--- src/rtl/pipeline_dest_tracker.sv ---
// Destination-tag tracker for the hazards/forwarding unit.
//
// Carries each decoded instruction's destination register, register-file write
// enable and load flag through the EX, MEM and WB slots. It applies load-use NOP
// insertion, taken-branch flush and data-memory wait freezes to those slots. It
// also exports a mask of pending register writes and a saturating count of
// load-use bubbles.
//
// Ports
//   clk, reset_n            rising-edge clock, asynchronous active-low reset
//   id_rd                   destination register decoded in ID
//   id_rf_enable, id_load   ID instruction writes the RF / is a load
//   id_valid                ID slot holds a real instruction
//   nop_insertion           load-use bubble request from the hazard unit
//   flush                   taken branch, kill the ID instruction
//   mem_busy                data memory not ready; freeze EX/MEM this cycle
//   ex_rd, ex_rf_enable, ex_load_instruction   EX-slot tag
//   mem_rd, mem_rf_enable                      MEM-slot tag
//   wb_rd, wb_rf_enable                        WB-slot tag
//   pending_mask            bit r set when any enabled slot targets register r
//   pipe_freeze             EX/MEM held this cycle (copy of mem_busy)
//   bubble_count            saturating count of load-use bubbles entering EX
module pipeline_dest_tracker #(
  parameter int unsigned REG_ADDR_W = 4,
  parameter int unsigned CNT_W      = 16
) (
  input  logic                  clk,
  input  logic                  reset_n,
  input  logic [REG_ADDR_W-1:0] id_rd,
  input  logic                  id_rf_enable,
  input  logic                  id_load,
  input  logic                  id_valid,
  input  logic                  nop_insertion,
  input  logic                  flush,
  input  logic                  mem_busy,
  output logic [REG_ADDR_W-1:0] ex_rd,
  output logic                  ex_rf_enable,
  output logic                  ex_load_instruction,
  output logic [REG_ADDR_W-1:0] mem_rd,
  output logic                  mem_rf_enable,
  output logic [REG_ADDR_W-1:0] wb_rd,
  output logic                  wb_rf_enable,
  output logic [15:0]           pending_mask,
  output logic                  pipe_freeze,
  output logic [CNT_W-1:0]      bubble_count
);

  localparam int unsigned NumRegs = 16;

  // Slot state
  logic [REG_ADDR_W-1:0] ex_rd_q, ex_rd_d;
  logic                  ex_en_q, ex_en_d;
  logic                  ex_ld_q, ex_ld_d;
  logic [REG_ADDR_W-1:0] mem_rd_q, mem_rd_d;
  logic                  mem_en_q, mem_en_d;
  logic [REG_ADDR_W-1:0] wb_rd_q, wb_rd_d;
  logic                  wb_en_q, wb_en_d;
  logic [CNT_W-1:0]      bcnt_q, bcnt_d;

  logic ex_bubble;

  // flush and nop_insertion together still produce only one bubble.
  assign ex_bubble = nop_insertion | flush | ~id_valid;

  always_comb begin
    ex_rd_d  = ex_rd_q;
    ex_en_d  = ex_en_q;
    ex_ld_d  = ex_ld_q;
    mem_rd_d = mem_rd_q;
    mem_en_d = mem_en_q;
    wb_rd_d  = '0;
    wb_en_d  = 1'b0;
    bcnt_d   = bcnt_q;

    if (mem_busy) begin
      // EX and MEM hold; WB takes a bubble so the retiring write is seen once.
      // Upstream IF/ID is frozen too, so nop/flush re-appear next edge.
      wb_rd_d = '0;
      wb_en_d = 1'b0;
    end else begin
      if (ex_bubble) begin
        ex_rd_d = '0;
        ex_en_d = 1'b0;
        ex_ld_d = 1'b0;
      end else begin
        ex_rd_d = id_rd;
        ex_en_d = id_rf_enable;
        ex_ld_d = id_load;
      end
      // The load flag is only of interest in EX, so it is not carried further.
      mem_rd_d = ex_rd_q;
      mem_en_d = ex_en_q;
      wb_rd_d  = mem_rd_q;
      wb_en_d  = mem_en_q;
      // Only load-use bubbles are counted; the counter sticks at all-ones.
      if (nop_insertion && (bcnt_q != {CNT_W{1'b1}})) begin
        bcnt_d = bcnt_q + CNT_W'(1);
      end
    end
  end

  always_ff @(posedge clk or negedge reset_n) begin
    if (!reset_n) begin
      ex_rd_q  <= '0;
      ex_en_q  <= 1'b0;
      ex_ld_q  <= 1'b0;
      mem_rd_q <= '0;
      mem_en_q <= 1'b0;
      wb_rd_q  <= '0;
      wb_en_q  <= 1'b0;
      bcnt_q   <= '0;
    end else begin
      ex_rd_q  <= ex_rd_d;
      ex_en_q  <= ex_en_d;
      ex_ld_q  <= ex_ld_d;
      mem_rd_q <= mem_rd_d;
      mem_en_q <= mem_en_d;
      wb_rd_q  <= wb_rd_d;
      wb_en_q  <= wb_en_d;
      bcnt_q   <= bcnt_d;
    end
  end

  // One-hot decode of each enabled slot, OR-ed together.
  always_comb begin
    pending_mask = '0;
    for (int unsigned r = 0; r < NumRegs; r++) begin
      if (ex_en_q && (ex_rd_q == REG_ADDR_W'(r))) pending_mask[r] = 1'b1;
      if (mem_en_q && (mem_rd_q == REG_ADDR_W'(r))) pending_mask[r] = 1'b1;
      if (wb_en_q && (wb_rd_q == REG_ADDR_W'(r))) pending_mask[r] = 1'b1;
    end
  end

  assign ex_rd               = ex_rd_q;
  assign ex_rf_enable        = ex_en_q;
  assign ex_load_instruction = ex_ld_q;
  assign mem_rd              = mem_rd_q;
  assign mem_rf_enable       = mem_en_q;
  assign wb_rd               = wb_rd_q;
  assign wb_rf_enable        = wb_en_q;
  assign pipe_freeze         = mem_busy;
  assign bubble_count        = bcnt_q;

endmodule
--- config.mk ---
export PLATFORM = sky130hd
export DESIGN_NAME = pipeline_dest_tracker
export DESIGN_NICKNAME = d
export VERILOG_FILES = /design/src/rtl/pipeline_dest_tracker.sv
export SDC_FILE = /design/constraint.sdc
export NUM_CORES = 1
export LEC_CHECK = 0
export CAP_MARGIN = 10
export CORE_ASPECT_RATIO = 0.9
export CORE_UTILIZATION = 40
export CTS_CLUSTER_SIZE = 20
export DETAILED_ROUTE_END_ITERATION = 12
export PLACE_DENSITY = 0.72
export SYNTH_ARGS = -nofsm -noshare
export SYNTH_HDL_FRONTEND = slang
export SYNTH_SLANG_ARGS = --single-unit
export TNS_END_PERCENT = 100
--- constraint.sdc ---
create_clock -name clk -period 3.45 [get_ports clk]
set_clock_uncertainty 0.1 [all_clocks]
set_input_delay 0.8625 -clock clk [delete_from_list [all_inputs] [get_ports clk]]
set_output_delay 0.8625 -clock clk [all_outputs]
set_load 0.01 [all_outputs]
==> metrics.txt <==
nets=263; drt pass-1 iters=4; CTS tree=yes; crit path DAT=2030 ps; syn_nets=199; fmax=334.2 MHz; post-synthesis async set-or-reset flop share=100.0%; setup bufs post-CTS=0; critical path class=reg -> out; library cells used by synthesis=30; # port buffers=60; status=completed; Num Clock Sinks=32; Bufs and invs on worst path=1; ys flop type=dfrtp_1; sequential share of the synthesized area=45.58%; CP required=2490 ps; Layout area overhead=42.17%; met1 Track Usage GR=27.84%; commonest non-fill, non-tap cell in the layout=clkdlybuf4s50_1; Max Cap Violations=0; leakage power=1.160 nW; Max FO, Critical Path=7; routability congestion estimate=0.9666; EDFF count, synth=0; Ys Warns=0; final period utilization=86.74%; Tightest Hold Check Type=reg -> reg; number of synthesized register bits=32; HPWL after DPL=3.088 mm; I/O Pins=61; largest delay contributor family on the critical path=simple AND/OR/NAND/NOR gates; unrepaired setup endpoints after global routing=false; worst-case clock buffer depth=2; row cnt=22; CTS root buf=clkbuf_8; Setup TNS Final=0 ps; DIE HEIGHT=64.87 um; per-cell routed wire length=13.26 um; Post-Syn Instances=186; first-pass GRT wire length=6.768 mm; Tightest Pin Transition=734.1 ps; cells along the critical path=nor3b_1 > nand3_1 > nand3_1 > clkdlybuf4s50_1; Starting Density=42.26%; fin crit period=2992 ps; mapped cell area=1757 um2; CP max-delay cell=clkdlybuf4s50_1; Die Area=4661 um2; Setup violations, final=0; fillers=358; Worst setup EP type=output pin; antenna cells=0; CP peak stage delay=540 ps; Clock transition at path regs=60 ps; DP Worst Slack=608.7 ps; Placed Area=2420 um2; hold_buf cts=0; final worst slack=457.6 ps; vias in the first global route=1439; GRT busiest layer=met2; largest net degree at the start of global routing=33; gr usage total=18.94%; core area=4156 um2; CP dominant cell by count=nand3_1; clk_lat worst skew=270 ps; routed vias/inst=5.171; Final Routed Wirelength=4.112 mm; grt met3 use=4.044%; Avg Inst Size Synth=9.445 um2; Final Hold Viols=0; max_slew headroom=50.89%; die width=71.86 um; drt initial violations=207; Worst setup SP type=flop; Post-CTS Resized=0; ANT nets after route=0; Max VDD drop=0.2051 mV; total grt overflow=0; Final Max Tran Viols=0; layout cells sized above 1=6.800%; initial antenna violation count=0; H-tree depth=2; pwr dens=374.9 nW/um2; DRC=0; cts bufs inserted=5; met2 Usage GRT=28.07%; commonest cells after routing, fill and taps aside=60 x clkdlybuf4s50_1, 36 x nand2_1, 32 x dfrtp_1, 17 x nor2_1, 14 x xor2_1; Vias=1603; fin area=2497 um2
==> final cells by class <==
| cell class | instances | area (um2) | area share (%) |
|---|---|---|---|
| well taps | 60 | 75.07 | 3.006 |
| flip-flops and latches | 32 | 800.8 | 32.06 |
| repair buffers | 63 | 623.1 | 24.95 |
| inverters | 1 | 3.754 | 0.1503 |
| multi-input cells | 147 | 917.1 | 36.72 |
| clock buffers | 6 | 72.57 | 2.906 |
| clock inverters | 1 | 5.005 | 0.2004 |
==> path summary, 6_finish.rpt <==
kind,end,cells after the start,start,slack [ps]
worst max-delay path,pending_mask[12],4,ex_rf_enable,460
max in group asynchronous,bubble_count[10],2,reset_n,2080
worst max register to register,bubble_count[1],4,bubble_count[0],1280
worst min register to register,bubble_count[13],1,bubble_count[13],420
worst min-delay path,bubble_count[13],1,bubble_count[13],420
min in group asynchronous,bubble_count[14],2,reset_n,880
==> cells in the mapped netlist (4+ instances only) <==
cell     instances  share of area [%]
nand4_1          4                1.4
and3_1           4                1.4
mux2_2           6                3.8
a22oi_1         12                5.1
xor2_1          14                7.0
nor3_1           5                1.4
nand3_1         13                3.7
dfrtp_1         32                 46
nor2b_1         12                4.3
nor2_1          17                3.6
nand2_1         36                7.7
a22o_1           6                3.0
==> cell families after synthesis <==
group,after synthesis,synth area share (%)
adder cells (fa/ha/maj),1,0.7121
AO/OA/AOI/OAI,21,10.54
XOR/XNOR,15,7.479
AND/OR/NAND/NOR,104,29.63
multiplexers,6,3.846
flip-flops,32,45.58
buffers and inverters,7,2.208
==> per-layer routing <==
metal  vias to the layer above  share of wire, %
li1                        788                 -
met1                       750                48
met2                        63                43
met3                         2               7.9
met4                         0              0.51
met5                         -                 0
==> worst reg2reg max path, stage by stage (launching register included) <==
cell	delay (ps)
dfrtp_1	420
ha_1	210
nand3_2	160
o41ai_4	770
mux2_2	410
==> power breakdown <==
part | internal (W) | switching (W)
combinational | 0.000121 | 0.0000850
sequential | 0.000414 | 0.0000597
clock | 0.000137 | 0.000119
==> sequential cells by signal, summed over array words and instances, names as in the netlist <==
| name | cells |
|---|---|
| ex_rf_enable | 1 |
| wb_rd | 4 |
| ex_rd | 4 |
| mem_rd | 4 |
| ex_load_instruction | 1 |
| bubble_count | 16 |
| wb_rf_enable | 1 |
| mem_rf_enable | 1 |
==> metrics by stage <==
stage	total power (W)	std cells	hold WS, ps	util, %
6_report	0.0009363	310	419.6	60.08
5_1_grt	0.0009952	310	436.9	60.08
3_3_place_gp	0.0006863	303	396.2	58.22
4_1_cts	0.0009501	310	419.7	60.08
3_5_place_dp	0.0006897	303	398.4	58.22
2_1_floorplan	0.0005658	186	421.7	-
(Power assumes the default switching activity.)
